$ cat config.mk
export PLATFORM = sky130hd
export DESIGN_NAME = mult_arbiter
export DESIGN_NICKNAME = d
export VERILOG_FILES = /design/src/rtl/mult_arbiter.sv
export SDC_FILE = /design/constraint.sdc
export NUM_CORES = 1
export LEC_CHECK = 0
export BUFFER_PORTS_ARGS = -buffer_cell sky130_fd_sc_hd__buf_2
export CAP_MARGIN = 0
export CORE_MARGIN = 1
export CORE_UTILIZATION = 40
export DETAILED_ROUTE_END_ITERATION = 12
export PLACE_DENSITY = 0.65
export SETUP_SLACK_MARGIN = 0.1
export SKIP_LAST_GASP = 1
export SLEW_MARGIN = 30
export SYNTH_ARGS = -nofsm -noshare
export SYNTH_HDL_FRONTEND = slang
export SYNTH_SLANG_ARGS = --single-unit
$ cat constraint.sdc
create_clock -name i_w_clk -period 10.18 [get_ports i_w_clk]
set_input_delay 0.509 -clock i_w_clk [delete_from_list [all_inputs] [get_ports i_w_clk]]
set_output_delay 0.509 -clock i_w_clk [all_outputs]
set_load 0.05 [all_outputs]
$ cat src/rtl/mult_arbiter.sv
// rtl/mult_arbiter.sv - two-requester arbiter in front of a registered shift-add multiplier
// Optional MULT_ARBITER_FIXED_PRIO_EN: requester 0 always wins a tie instead of round-robin.
`timescale 1ns/1ps

module mult_arbiter #(
   parameter int p_width = 4
) (
   input  logic                 i_w_clk,
   input  logic                 i_w_rst_n,
   input  logic                 i_w_req0,
   input  logic                 i_w_req1,
   input  logic [p_width-1:0]   i_w_a0,
   input  logic [p_width-1:0]   i_w_b0,
   input  logic [p_width-1:0]   i_w_a1,
   input  logic [p_width-1:0]   i_w_b1,
   output logic [2*p_width-1:0] o_r_p,
   output logic                 o_r_valid,
   output logic                 o_r_id,
   output logic                 o_r_busy
);

   localparam int p_pw = 2 * p_width;

   typedef enum logic [1:0] {
      IDLE = 2'd0,
      CALC = 2'd1,
      RESP = 2'd2
   } state_t;

   state_t             state_q;
   state_t             state_d;
   logic               take;
   logic               pick1;
   logic               last_q;
   logic               id_q;
   logic [p_width-1:0] a_q;
   logic [p_width-1:0] b_q;
   logic [p_pw-1:0]    prod;

`ifdef MULT_ARBITER_FIXED_PRIO_EN
   assign pick1 = i_w_req1 & ~i_w_req0;
`else
   // On a tie requester 1 wins only if requester 0 was granted last.
   assign pick1 = i_w_req1 & (~i_w_req0 | ~last_q);
`endif

   always_comb begin
      prod = '0;
      for (int i = 0; i < p_width; i++) begin
         if (b_q[i]) begin
            prod = prod + ({{p_width{1'b0}}, a_q} << i);
         end
      end
   end

   always_comb begin
      state_d = state_q;
      take    = 1'b0;
      case (state_q)
         IDLE: begin
            if (i_w_req0 | i_w_req1) begin
               take    = 1'b1;
               state_d = CALC;
            end
         end
         CALC:    state_d = RESP;
         RESP:    state_d = IDLE;
         default: state_d = IDLE;
      endcase
   end

   always_ff @(posedge i_w_clk or negedge i_w_rst_n) begin
      if (!i_w_rst_n) begin
         state_q   <= IDLE;
         last_q    <= 1'b1;
         id_q      <= 1'b0;
         a_q       <= '0;
         b_q       <= '0;
         o_r_p     <= '0;
         o_r_valid <= 1'b0;
         o_r_id    <= 1'b0;
      end else begin
         state_q <= state_d;
         if (take) begin
            a_q    <= pick1 ? i_w_a1 : i_w_a0;
            b_q    <= pick1 ? i_w_b1 : i_w_b0;
            id_q   <= pick1;
            last_q <= pick1;
         end
         if (state_q == CALC) begin
            o_r_p     <= prod;
            o_r_id    <= id_q;
            o_r_valid <= 1'b1;
         end else begin
            o_r_valid <= 1'b0;
         end
      end
   end

   assign o_r_busy = (state_q != IDLE);

endmodule
==> results of run 1 <==
path summary, 6_finish.rpt:
path                                        endpoint  slack, ns  cells past startpoint
worst min register to register  o_r_p[1]$_DFFE_PN0P_       0.49                      2
min in group i_w_clk              last_q$_DFFE_PN1P_       0.35                      2
max in group asynchronous         last_q$_DFFE_PN1P_       9.69                      1
worst max register to register  o_r_p[6]$_DFFE_PN0P_       6.25                     18
worst min-delay path            o_r_p[1]$_DFFE_PN0P_       0.13                      1
worst max-delay path            o_r_p[6]$_DFFE_PN0P_       6.25                     18
state kept, by name, summed over array words and instances (netlist names):
name       cells
o_r_valid      1
o_r_id         1
last_q         1
b_q            4
o_r_p          8
state_q        2
a_q            4
id_q           1
cell usage in the layout (no fill, tap or decap), drive strengths merged:
| cell type | n |
|---|---|
| fa | 3 |
| mux2i | 11 |
| or3 | 1 |
| dfrtp | 21 |
| and3b | 1 |
| clkbuf | 4 |
| o31a | 1 |
| o21bai | 2 |
| a31oi | 3 |
| and3 | 2 |
| nand2 | 16 |
| or2 | 1 |
| nand3 | 4 |
| dfstp | 1 |
| xor2 | 1 |
| o2bb2ai | 1 |
| xnor2 | 2 |
| a211o | 1 |
| a21o | 4 |
| a21oi | 16 |
| buf | 31 |
| a211oi | 1 |
| nand3b | 2 |
| nor2 | 12 |
| nand2b | 3 |
| and2 | 1 |
| a22oi | 1 |
| o22ai | 1 |
| inv | 10 |
| o21a | 1 |
| o21ai | 9 |
| ha | 11 |
| a21boi | 1 |
worst max-delay path, delay by kind of cell, from the launching register on:
family	cells	cell delay (ns)
adder cells (fa/ha/maj)	4	1.15
flip-flops	1	0.55
AO/OA/AOI/OAI	4	0.54
buffers and inverters	3	0.22
XOR/XNOR	2	0.33
AND/OR/NAND/NOR	5	1.01
per-layer routing:
layer | track usage (%) | vias up
met5 | 0 | -
met4 | 6.667 | 0
met3 | 1.891 | 4
met2 | 32.61 | 24
met1 | 24.54 | 552
li1 | - | 588
through the flow:
step / area [sq um] / setup slack [ns] / std cells / util (%)
3_5_place_dp: 1595 / 6.254 / 222 / 47.43
3_3_place_gp: 1595 / 6.394 / 222 / 47.43
4_1_cts: 1632 / 6.223 / 226 / 48.51
6_report: 1632 / 6.254 / 226 / 48.51
5_1_grt: 1632 / 5.885 / 226 / 48.51
2_1_floorplan: 1413 / 6.623 / 152 / -
logic make-up after synthesis:
group,Yosys count
AND/OR/NAND/NOR,43
AO/OA/AOI/OAI,42
flip-flops,22
buffers and inverters,17
adder cells (fa/ha/maj),14
multiplexers,11
XOR/XNOR,3
layout make-up:
class | count | area (sq um)
clock buffers | 4 | 36.28
fillers | 347 | 1732
inverters | 10 | 37.54
multi-input cells | 113 | 790.8
flip-flops and latches | 22 | 551.8
well taps | 46 | 57.56
repair buffers | 31 | 157.7
==> impl_metrics.json, run 1 <==
{
  "status": "finished clean",
  "drive_above_1_share_pct": 21.67,
  "route.detailed.drc": 0,
  "yosysTopAreaCell": "dfrtp_1",
  "fmax_mhz": 254.7,
  "reg2reg_from": "a_q[1]$_DFFE_PN0P_",
  "area_growth_syn_to_layout_pct": 15.50,
  "hold_ws_ns": 0.1344,
  "crit_path_top_delay_cell": "dfrtp_1",
  "synth-simple-area-share_pct": 14.53,
  "ys_warn_count": 0,
  "clkTransAtPathRegs_ns": 0.13,
  "ys_async_sr_fraction_pct": 100.0,
  "viasPerCell": 5.168,
  "synth_top_family_by_area": "compound AO/OA/AOI/OAI gates",
  "cp.arrival_ns": 4.13,
  "htreeDepth": 1,
  "grt_pass1_wl_mm": 5.147,
  "grt_setup_unrepaired": "false",
  "crit_start": "a_q[1]$_DFFE_PN0P_",
  "grt_max_degree": 23,
  "yosys.area.top_type_share_pct": 37.20,
  "finalHoldViolCount": 0,
  "cts-root-buf": "clkbuf_4",
  "fin_worst_skew_ns": 0.007458,
  "synth_compound_area_share_pct": 17.80,
  "relSlewSlack_pct": 64.28,
  "die_h_um": 61.43,
  "fin_crit_sh_pct": 38.57,
  "hp-class": "primary input to asynchronous set/reset pin",
  "synth_edf_count": 0,
  "gp_congestion": 0.8312,
  "ioPinCount": 31,
  "syn_inst": 152,
  "fin_nets": 215,
  "syn_avg_cell_area_sq_um": 9.293,
  "startpoint_type": "flop",
  "initial_core_util_pct": 42.00,
  "ant_nets": 0,
  "synth_area_sq_mm": 0.001413,
  "grtUsageTotal_pct": 18.82,
  "dr.pass1.iters": 4,
  "cts_resized": 0,
  "row_count": 21,
  "die_area_sq_mm": 0.003773,
  "cap_violations": 0,
  "yosysSeqAreaShare_pct": 39.06,
  "clkSinkCount": 22,
  "n_antenna_cell": 0,
  "finalSetupViolations": 0,
  "post-cts-setup-buffer-count": 0,
  "required_ns": 10.38,
  "cts_buffers": 3,
  "ys_ff_latch": 22,
  "synth_nets": 186,
  "synthAdderAreaFrac_pct": 13.99,
  "route.met3.wl_um": 92,
  "grt_overflow": 0,
  "hpwl_mm": 2.267,
  "crit_fanout": 7,
  "clock_latency_ns": 0.31,
  "port_buffers": 30,
  "post_drt_wl_per_cell_um": 13.07,
  "core_area_sq_mm": 0.003363,
  "wl_met1_mm": 1.356,
  "cp-end-kind": "flop",
  "grt_pass1_vias": 1139,
  "synthMuxAreaShare_pct": 7.795,
  "drt_iter0_drc": 47,
  "synth.most_common_cell": "dfrtp_1",
  "met2_length_mm": 1.468,
  "vias": 1168,
  "fin_tns_setup_ns": 0,
  "ys_top_cells_by_area": "dfrtp_1 37%, ha_1 9.7%, mux2i_1 7.8%",
  "highest_layer": "met4",
  "cts.path.max_buffers": 2,
  "drt_wl_total_mm": 2.953,
  "report.final.slew_viol_count": 0,
  "synthXorXnorAreaFrac_pct": 1.860,
  "yosysUniqueCellTypes": 35,
  "cts_hold_buffers": 0,
  "fin_crit_ns": 3.926,
  "cts_tree": "done",
  "synthTopCellsByCount": "21 x dfrtp_1, 16 x a21oi_1, 16 x nand2_1, 12 x nor2_1",
  "grt_antenna_before_repair": 0,
  "criticalPathCategory": "flop to flop",
  "ys.flop_type": "dfrtp_1",
  "fp.dieW_um": 61.43,
  "worstMarginPinSlew_ns": 0.5358,
  "crit_chain": "and2_1 > ha_1 > inv_1 > fa_1 > xnor2_1 > a21oi_1 > nor2_1 > inv_1 > ha_1 > and3_1 > or3_1 > a31oi_1 > inv_1 > ha_1 > a21oi_1 > nand2_1 > xnor2_1 > o21ai_0",
  "slowest_delay_ns": 0.55
}
Power of run 1 is not shown: default switching activity piles up to over one toggle a cycle in this logic, so the estimate is an artifact.
==> run 2, diff against run 1 <==
- PLACE_DENSITY: 0.65 -> 0.67
- clock period: 10.18 -> 3.4 ns (I/O delays scaled with it)
==> run 2 against run 1 <==
Via count up 7.0%. Critical path depth unchanged. Core utilization up 8.6 points. Hold slack worse by 0.097 ns. The flow now finishes with violations (negative setup slack). Worst setup slack worse by 6.3 ns. Critical endpoint is now o_r_p[5]$_DFFE_PN0P_. Register-to-register slack worse by 6.3 ns. Non-clock buffer count up 20.
==> impl_metrics.json, run 2 (synthesized netlist as in run 1, its figures left out) <==
{
  "grt_setup_unrepaired": "true",
  "viasPerCell": 5.081,
  "clkTransAtPathRegs_ns": 0.13,
  "drt_iter0_drc": 43,
  "startpoint_type": "flop",
  "report.final.slew_viol_count": 0,
  "violations": "negative setup slack",
  "clock_latency_ns": 0.31,
  "grt_overflow": 0,
  "nFillCells": 327,
  "required_ns": 3.60,
  "fin_nets": 235,
  "final_common_cell": "buf_2",
  "die_area_sq_mm": 0.003773,
  "relSlewSlack_pct": 63.20,
  "hpwl_mm": 2.456,
  "finalSetupViolations": 3,
  "die_h_um": 61.43,
  "grtUsageTotal_pct": 20.37,
  "post_drt_wl_per_cell_um": 13.67,
  "cts.path.max_buffers": 2,
  "cp-end-kind": "flop",
  "regMostFlops": "o_r_p",
  "ant_nets": 0,
  "cts_tree": "done",
  "fin_crit_sh_pct": 101.0,
  "worstMarginPinSlew_ns": 0.5520,
  "vias": 1250,
  "grt_antenna_before_repair": 0,
  "grt_pass1_vias": 1264,
  "drive_above_1_share_pct": 42.00,
  "status": "finished with violations",
  "crit_fanout": 3,
  "row_count": 21,
  "cp.arrival_ns": 3.64,
  "cap_violations": 0,
  "grt_pass1_wl_mm": 5.671,
  "area_growth_syn_to_layout_pct": 35.87,
  "core_area_sq_mm": 0.003363,
  "hp-class": "primary input to flop",
  "fin_worst_skew_ns": 0.006066,
  "htreeDepth": 1,
  "finalHoldViolCount": 0,
  "drt_wl_total_mm": 3.364,
  "fmax_mhz": 291.2,
  "port_buffers": 30,
  "cts_buffers": 3,
  "clkSinkCount": 22,
  "criticalPathCategory": "flop to flop",
  "dr.pass1.iters": 4,
  "grt_max_degree": 23,
  "reg.largest.list": "o_r_p x8, a_q x4, b_q x4",
  "gp_congestion": 0.8298,
  "n_antenna_cell": 0,
  "fin_cells": 246,
  "cts-root-buf": "clkbuf_4",
  "fin_crit_ns": 3.434,
  "final_cell_mix": "30 x buf_2, 20 x buf_4, 19 x dfrtp_1",
  "setup_ws_ns": -0.03429,
  "place_inst": 232,
  "largest_reg_flops": 8,
  "ioPinCount": 31,
  "route.detailed.drc": 0,
  "initial_core_util_pct": 42.00,
  "fp.dieW_um": 61.43
}
[run 2: cell types whose count changed in the layout (fill, tap and decap cells not counted), sizes merged]
cell / delta
buf: +19
dlygate4sd3: +1
[run 2: timing repair]
| action | CTS | global route |
|---|---|---|
| cloned | 0 | 0 |
| pin swaps | 9 | 17 |
| endpoints found under the hold margin | 21 | 0 |
| buffers inserted | 5 | 4 |
| gates resized for setup | 8 | 9 |
| hold buffers | 1 | 0 |
| setup endpoints to repair | 4 | 4 |
[run 2: area by class of cell]
type / instances / area, sq um / share of cell area (%)
inverter: 10 / 37.54 / 1.956
multi-input combinational: 113 / 923.4 / 48.11
sequential: 22 / 554.3 / 28.88
clock buffer: 4 / 36.28 / 1.890
timing repair buffer: 51 / 310.3 / 16.17
tap: 46 / 57.56 / 2.999
[run 2: metrics by stage]
step	setup TNS, ns	utilization, %	worst slack [ns]	hold slack (ns)	instance area (sq um)
after floorplan	-0.004416	-	-0.004416	-0.1256	1475
after global placement	-0.05264	51.26	-0.04587	0.1608	1724
after detailed placement	-0.2549	51.26	-0.1389	0.1777	1724
after CTS	-0.1329	54.54	-0.05110	0.02473	1834
after global routing	-0.7087	57.07	-0.2141	0.02580	1919
final	-0.09026	57.07	-0.03429	0.03723	1919
[run 2: path summary, 6_finish.rpt]
path,start,depth (start not counted),slack (ns),end
worst max-delay path,b_q[0]$_DFFE_PN0P_,18,-0.03,o_r_p[5]$_DFFE_PN0P_
worst min-delay path,i_w_req0,2,0.04,last_q$_DFFE_PN1P_
worst max register to register,b_q[0]$_DFFE_PN0P_,18,-0.03,o_r_p[5]$_DFFE_PN0P_
worst min register to register,o_r_p[1]$_DFFE_PN0P_,2,0.49,o_r_p[1]$_DFFE_PN0P_
max in group asynchronous,i_w_rst_n,2,2.68,a_q[2]$_DFFE_PN0P_
min in group asynchronous,i_w_rst_n,2,0.34,o_r_p[7]$_DFFE_PN0P_
[run 2: per-layer routing]
metal | global-route usage, % | part of all wire, % | up-vias
met3 | 2.731 | 2.1 | 4
met2 | 34.16 | 50 | 19
met1 | 27.62 | 47 | 606
met4 | 6.032 | 0.83 | 0
li1 | - | - | 621
met5 | 0 | 0 | -
[run 2: worst max-delay path: stages (launching register included)]
cell and delay (ns):
dfrtp_1 0.41, and2_4 0.17, ha_4 0.13, inv_2 0.04, fa_2 0.40, xnor2_2 0.17, and3_4 0.23, nor2_4 0.04
inv_2 0.07, ha_4 0.19, and3_4 0.14, or3_4 0.37, a31oi_4 0.21, inv_2 0.09, ha_4 0.25, buf_4 0.13
xor2_1 0.15, o22ai_1 0.11, a21oi_1 0.05
Power of run 2 is left out for the same reason.
